File: config.mk
export PLATFORM = sky130hd
export DESIGN_NAME = xbar_main_nm
export DESIGN_NICKNAME = d
export VERILOG_FILES = /design/src/rtl/xbar_main_nm.sv
export SDC_FILE = /design/constraint.sdc
export NUM_CORES = 1
export LEC_CHECK = 0
export ABC_CLOCK_PERIOD_IN_PS = 5600
export CORE_AREA = 3 3 250 252
export DETAILED_ROUTE_END_ITERATION = 16
export DIE_AREA = 0 0 253 255
export DONT_BUFFER_PORTS = 1
export GPL_TIMING_DRIVEN = 0
export HOLD_SLACK_MARGIN = 0.06
export PLACE_DENSITY = 0.3
export SLEW_MARGIN = 20
export SYNTH_ARGS = -nofsm -noshare
export SYNTH_HDL_FRONTEND = slang
export SYNTH_SLANG_ARGS = --single-unit
File: constraint.sdc
create_clock -name i_clk -period 5.6 [get_ports i_clk]
set_clock_uncertainty 0.15 [all_clocks]
set_input_delay 0.28 -clock i_clk [delete_from_list [all_inputs] [get_ports i_clk]]
set_output_delay 0.28 -clock i_clk [all_outputs]
set_load 0.01 [all_outputs]
File: src/rtl/xbar_main_nm.sv
// N-master to 1-slave TileLink-UL crossbar: round-robin A arbitration with grant lock on stall,
// master-index source tagging, D routing by tag and per-master outstanding-request limits.
module xbar_main_nm #(
  parameter int unsigned N_MASTERS       = 4,
  parameter int unsigned ADDR_WIDTH      = 32,
  parameter int unsigned DATA_WIDTH      = 32,
  parameter int unsigned MASK_WIDTH      = DATA_WIDTH / 8,
  parameter int unsigned SIZE_WIDTH      = 3,
  parameter int unsigned OPCODE_WIDTH    = 3,
  parameter int unsigned PARAM_WIDTH     = 3,
  parameter int unsigned SRC_WIDTH       = 2,
  parameter int unsigned IDX_WIDTH       = $clog2(N_MASTERS),
  parameter int unsigned MAX_OUTSTANDING = 2
) (
  input  logic                              i_clk,
  input  logic                              i_reset,
  input  logic [N_MASTERS-1:0]              i_a_valid,
  output logic [N_MASTERS-1:0]              o_a_ready,
  input  logic [N_MASTERS*OPCODE_WIDTH-1:0] i_a_opcode,
  input  logic [N_MASTERS*PARAM_WIDTH-1:0]  i_a_param,
  input  logic [N_MASTERS*SIZE_WIDTH-1:0]   i_a_size,
  input  logic [N_MASTERS*SRC_WIDTH-1:0]    i_a_source,
  input  logic [N_MASTERS*ADDR_WIDTH-1:0]   i_a_address,
  input  logic [N_MASTERS*MASK_WIDTH-1:0]   i_a_mask,
  input  logic [N_MASTERS*DATA_WIDTH-1:0]   i_a_data,
  output logic [N_MASTERS-1:0]              o_d_valid,
  input  logic [N_MASTERS-1:0]              i_d_ready,
  output logic [N_MASTERS*OPCODE_WIDTH-1:0] o_d_opcode,
  output logic [N_MASTERS*PARAM_WIDTH-1:0]  o_d_param,
  output logic [N_MASTERS*SIZE_WIDTH-1:0]   o_d_size,
  output logic [N_MASTERS*DATA_WIDTH-1:0]   o_d_data,
  output logic [N_MASTERS*SRC_WIDTH-1:0]    o_d_source,
  output logic [N_MASTERS-1:0]              o_d_sink,
  output logic [N_MASTERS-1:0]              o_d_error,
  output logic                              o_a_valid_out,
  input  logic                              i_a_ready_out,
  output logic [OPCODE_WIDTH-1:0]           o_a_opcode_out,
  output logic [PARAM_WIDTH-1:0]            o_a_param_out,
  output logic [SIZE_WIDTH-1:0]             o_a_size_out,
  output logic [ADDR_WIDTH-1:0]             o_a_address_out,
  output logic [MASK_WIDTH-1:0]             o_a_mask_out,
  output logic [DATA_WIDTH-1:0]             o_a_data_out,
  output logic [IDX_WIDTH+SRC_WIDTH-1:0]    o_a_source_out,
  input  logic                              i_d_valid_in,
  output logic                              o_d_ready_in,
  input  logic [OPCODE_WIDTH-1:0]           i_d_opcode_in,
  input  logic [PARAM_WIDTH-1:0]            i_d_param_in,
  input  logic [SIZE_WIDTH-1:0]             i_d_size_in,
  input  logic                              i_d_sink_in,
  input  logic [DATA_WIDTH-1:0]             i_d_data_in,
  input  logic                              i_d_error_in,
  input  logic [IDX_WIDTH+SRC_WIDTH-1:0]    i_d_source_in,
  output logic                              o_route_err
);

  localparam int unsigned CNT_WIDTH = $clog2(MAX_OUTSTANDING + 1);
  localparam logic [CNT_WIDTH-1:0] CntOne = CNT_WIDTH'(1);

  logic [IDX_WIDTH-1:0] r_rr_ptr;
  logic [IDX_WIDTH-1:0] r_lock_idx;
  logic                 r_lock;
  logic [CNT_WIDTH-1:0] r_cnt [N_MASTERS];

  logic [N_MASTERS-1:0] w_eligible;
  logic [IDX_WIDTH-1:0] w_grant;
  logic [IDX_WIDTH-1:0] w_cand;
  logic                 w_found;
  logic [IDX_WIDTH-1:0] w_rr_next;
  logic                 w_a_fire;
  logic [IDX_WIDTH-1:0] w_d_idx;
  logic [SRC_WIDTH-1:0] w_d_src;
  logic [N_MASTERS-1:0] w_d_hit;
  logic                 w_d_sel_ready;
  logic                 w_d_fire;
  logic [N_MASTERS-1:0] w_cnt_inc;
  logic [N_MASTERS-1:0] w_cnt_dec;

  always_comb begin
    for (int unsigned m = 0; m < N_MASTERS; m++) begin
      w_eligible[m] = i_a_valid[m] && (32'(r_cnt[m]) < MAX_OUTSTANDING);
    end
  end

  // A locked grant holds its master until it fires, so newcomers cannot preempt a stall.
  always_comb begin
    w_grant = r_lock_idx;
    w_cand  = '0;
    w_found = 1'b0;
    if (!r_lock) begin
      w_grant = r_rr_ptr;
      for (int unsigned k = 0; k < N_MASTERS; k++) begin
        w_cand = IDX_WIDTH'((32'(r_rr_ptr) + k) % N_MASTERS);
        if (!w_found && w_eligible[w_cand]) begin
          w_grant = w_cand;
          w_found = 1'b1;
        end
      end
    end
  end

  assign w_rr_next = IDX_WIDTH'((32'(w_grant) + 32'd1) % N_MASTERS);

  assign o_a_valid_out   = !i_reset && w_eligible[w_grant];
  assign w_a_fire        = o_a_valid_out && i_a_ready_out;
  assign o_a_opcode_out  = i_a_opcode[w_grant*OPCODE_WIDTH +: OPCODE_WIDTH];
  assign o_a_param_out   = i_a_param[w_grant*PARAM_WIDTH +: PARAM_WIDTH];
  assign o_a_size_out    = i_a_size[w_grant*SIZE_WIDTH +: SIZE_WIDTH];
  assign o_a_address_out = i_a_address[w_grant*ADDR_WIDTH +: ADDR_WIDTH];
  assign o_a_mask_out    = i_a_mask[w_grant*MASK_WIDTH +: MASK_WIDTH];
  assign o_a_data_out    = i_a_data[w_grant*DATA_WIDTH +: DATA_WIDTH];
  assign o_a_source_out  = {w_grant, i_a_source[w_grant*SRC_WIDTH +: SRC_WIDTH]};

  always_comb begin
    o_a_ready = '0;
    if (!i_reset) o_a_ready[w_grant] = i_a_ready_out;
  end

  assign w_d_idx = i_d_source_in[SRC_WIDTH +: IDX_WIDTH];
  assign w_d_src = i_d_source_in[SRC_WIDTH-1:0];

  // An out-of-range tag matches no master and is sunk with ready held high.
  always_comb begin
    w_d_hit       = '0;
    w_d_sel_ready = 1'b1;
    for (int unsigned m = 0; m < N_MASTERS; m++) begin
      if (32'(w_d_idx) == m) begin
        w_d_hit[m]    = 1'b1;
        w_d_sel_ready = i_d_ready[m];
      end
    end
  end

  assign o_d_valid    = i_reset ? '0 : (w_d_hit & {N_MASTERS{i_d_valid_in}});
  assign o_d_ready_in = !i_reset && w_d_sel_ready;
  assign w_d_fire     = i_d_valid_in && o_d_ready_in;
  assign o_route_err  = !i_reset && i_d_valid_in && !(|w_d_hit);

  assign o_d_opcode = {N_MASTERS{i_d_opcode_in}};
  assign o_d_param  = {N_MASTERS{i_d_param_in}};
  assign o_d_size   = {N_MASTERS{i_d_size_in}};
  assign o_d_data   = {N_MASTERS{i_d_data_in}};
  assign o_d_source = {N_MASTERS{w_d_src}};
  assign o_d_sink   = {N_MASTERS{i_d_sink_in}};
  assign o_d_error  = {N_MASTERS{i_d_error_in}};

  always_comb begin
    for (int unsigned m = 0; m < N_MASTERS; m++) begin
      w_cnt_inc[m] = w_a_fire && (32'(w_grant) == m);
      w_cnt_dec[m] = w_d_fire && w_d_hit[m];
    end
  end

  always_ff @(posedge i_clk) begin
    if (i_reset) begin
      r_rr_ptr   <= '0;
      r_lock     <= 1'b0;
      r_lock_idx <= '0;
      for (int unsigned m = 0; m < N_MASTERS; m++) r_cnt[m] <= '0;
    end else begin
      if (w_a_fire) begin
        r_rr_ptr <= w_rr_next;
        r_lock   <= 1'b0;
      end else if (o_a_valid_out) begin
        r_lock     <= 1'b1;
        r_lock_idx <= w_grant;
      end
      for (int unsigned m = 0; m < N_MASTERS; m++) begin
        if (w_cnt_inc[m] && !w_cnt_dec[m]) begin
          r_cnt[m] <= r_cnt[m] + CntOne;
        end else if (w_cnt_dec[m] && !w_cnt_inc[m] && (r_cnt[m] != '0)) begin
          r_cnt[m] <= r_cnt[m] - CntOne;
        end
      end
    end
  end

endmodule
==> results.json <==
{
  "status": "complete, no violations",
  "fin_crit_ns": 4.73,
  "num_vias": 5992,
  "place_ws_ns": 0.614,
  "gp_congestion": 0.801,
  "routed_wirelength_um": 32900,
  "clk_pin_slew_worst_paths_ns": 0.05,
  "fin_area_um2": 6050,
  "hp-class": "in -> reg",
  "worstPathArrival_ns": 4.53,
  "powerDensity_nw_per_um2": 507,
  "synth-edff-count": 8,
  "die_area_um2": 64500,
  "core_um2": 60400,
  "ys_ff_latch": 13,
  "mostFrequentLayoutCells": "nand2_1, buf_4, and3_1",
  "finalCritPeriodShare": 0.845,
  "antenna_found_initial": 5,
  "worstPathMaxFanout": 12,
  "synth_cell_types": 50,
  "hold_viol_final": 0,
  "start_util": 0.0821,
  "maxSlewViolCount": 0,
  "setup_viol": 0,
  "area_delta_synth_final_pct": 22.0,
  "rsz0062_at_grt": "no",
  "end_kind": "flip-flop",
  "leakage_uw": 0.00266,
  "grt_max_degree": 13,
  "postPlaceCellArea_um2": 5950,
  "synth_async_sr_flop_share": 0,
  "cp_slowest_cell": "clkbuf_1",
  "drtIter0Drc": 304,
  "synth_area_um2": 4960,
  "grt_overflow": 0,
  "worstMarginPinSlew_ns": 0.830,
  "cts.sinks": 13,
  "syn_area_per_cell_um2": 5.82,
  "cts-htree-levels": 1,
  "max_clock_freq_mhz": 211,
  "cts_root_buffer": "clkbuf_16",
  "ir_drop_mv": 0.218,
  "final_nets": 1238,
  "startpoint_type": "flip-flop",
  "seq_area_frac_synth": 0.0687,
  "clockBufferDepth": 2,
  "grt_pass1_wl_um": 41300,
  "slew_headroom": 0.447,
  "ios": 647,
  "drc": 0,
  "syn-num-nets": 1232,
  "hpwl_um": 28000,
  "max_stage_delay_ns": 0.68,
  "cts_tree": "built",
  "path_cells": "nand2b_1 > a311oi_1 > a211oi_1 > o31a_1 > buf_2 > inv_2 > clkbuf_2 > clkbuf_1 > ha_1 > nand2_1 > or3_4 > nand3b_1",
  "fin_ws_ns": 0.866,
  "viasPerCell": 3.65,
  "layout_commonest_cell": "nand2_1",
  "dieWidth_um": 253,
  "synthFlopType": "edfxtp_1",
  "crit_family": "buffers and inverters",
  "first_pass_iters": 5,
  "cts_made_buffers": 3,
  "fp.dieH_um": 255,
  "final_antenna_net_count": 0,
  "drive_gt1_frac": 0.249,
  "wl_per_cell_um": 20.0,
  "clock_latency_ns": 0.24,
  "syn_inst": 852,
  "crit_type": "reg -> reg",
  "maxCapViolCount": 0,
  "utilization": 0.100,
  "first_global_vias": 5786,
  "row_count": 90,
  "io_buffers": 0,
  "yosys_warnings": 0,
  "crit_required_ns": 5.40,
  "cts_setup_buffers": 0,
  "track_usage": 0.0878,
  "critPathBufInv": 4,
  "setup_tns_ns": 0
}
worst register-to-register path, stage by stage (launching register included):
cell and delay [ns]:
edfxtp_1 0.49, nand2b_1 0.28, a311oi_1 0.37, a211oi_1 0.09
o31a_1 0.28, buf_2 0.23, inv_2 0.37, clkbuf_2 0.48
clkbuf_1 0.68, ha_1 0.28, nand2_1 0.14, or3_4 0.44
nand3b_1 0.15
registers in the layout (all words and copies together), names as in the netlist:
| signal | cells |
|---|---|
| r_rr_ptr | 2 |
| r_lock_idx | 2 |
| r_lock | 1 |
| r_cnt | 8 |
path summary, 6_finish.rpt:
| check | slack [ns] | cells past startpoint | endpoint | from |
|---|---|---|---|---|
| max | 0.87 | 12 | r_cnt[2][1]$_SDFFCE_PN0P_ | r_cnt[2][1]$_SDFFCE_PN0P_ |
| min reg2reg | 0.34 | 2 | r_lock_idx[0]$_SDFFE_PP0P_ | r_lock_idx[0]$_SDFFE_PP0P_ |
| max reg2reg | 0.87 | 12 | r_cnt[2][1]$_SDFFCE_PN0P_ | r_cnt[2][1]$_SDFFCE_PN0P_ |
| min | 0.08 | 2 | r_lock_idx[0]$_SDFFE_PP0P_ | i_a_ready_out |
stage by stage:
stage | total power (µW) | hold WS [ns] | std cells
floorplan | 1930 | 0.262 | 852
global placement | 3030 | 0.305 | 1634
detailed placement | 3000 | 0.300 | 1634
CTS | 3150 | 0.0775 | 1639
global route | 3330 | 0.0875 | 1641
finish | 3070 | 0.0805 | 1643
cells in the mapped netlist, drive strengths merged, types with 2 or more instances:
| cell | n | share of area |
|---|---|---|
| o2111ai | 3 | 0.0053 |
| inv | 9 | 0.0068 |
| o221ai | 3 | 0.0053 |
| nor2 | 7 | 0.0053 |
| nor4b | 3 | 0.0053 |
| and3 | 81 | 0.10 |
| ha | 5 | 0.013 |
| nor3b | 2 | 0.0030 |
| edfxtp | 8 | 0.048 |
| a211oi | 2 | 0.0030 |
| or3 | 5 | 0.0093 |
| dfxtp | 5 | 0.020 |
| a21oi | 13 | 0.013 |
| a31oi | 80 | 0.10 |
| and2 | 5 | 0.0063 |
| nand3 | 4 | 0.0040 |
| o21ai | 4 | 0.0040 |
| nand3b | 5 | 0.0076 |
| o211ai | 7 | 0.014 |
| clkbuf | 51 | 0.039 |
| nand2b | 7 | 0.0088 |
| nor2b | 6 | 0.0076 |
| nand2 | 330 | 0.25 |
| buf | 188 | 0.28 |
routing by layer:
| metal | routed length (µm) | part of all wire | up-vias | global-route usage |
|---|---|---|---|---|
| met1 | 12500 | 0.38 | 2846 | 0.101 |
| li1 | - | - | 2693 | - |
| met2 | 16500 | 0.50 | 402 | 0.157 |
| met4 | 1650 | 0.050 | 0 | 0.0440 |
| met5 | 0 | 0 | - | 0 |
| met3 | 2210 | 0.067 | 51 | 0.0153 |
what timing repair did:
item | in CTS | in global routing
hold buffers | 1 | 0
endpoints found under the hold margin | 1 | 0
gates resized for setup | 0 | 0
report_power, final:
part | leakage, µW | internal [µW] | switching [µW] | total, µW
clock network | 0.0000382 | 96.3 | 42.2 | 138
logic | 0.00250 | 729 | 2060 | 2790
registers | 0.000124 | 122 | 16.9 | 139
total | 0.00266 | 947 | 2120 | 3070
logic make-up (layout without fill, tap and decap cells):
logic type,after synthesis,after routing,share of synthesized area
adder cells (fa/ha/maj),6,6,0.0146
buffers and inverters,248,253,0.328
flip-flops,13,13,0.0687
AO/OA/AOI/OAI,122,122,0.165
multiplexers,2,2,0.00656
other,1,5,0.000756
AND/OR/NAND/NOR,460,460,0.417
layout make-up:
class                   count  area [µm²]
repair buffers              1        10.0
clock buffers               4        78.8
inverters                   9        33.8
multi-input cells         591        2990
diodes                      4        10.0
well taps                 782         978
fillers                  7184       54300
plain buffers             239        1600
flip-flops and latches     13         340
No activity file was read; power rests on OpenSTA's default activity.
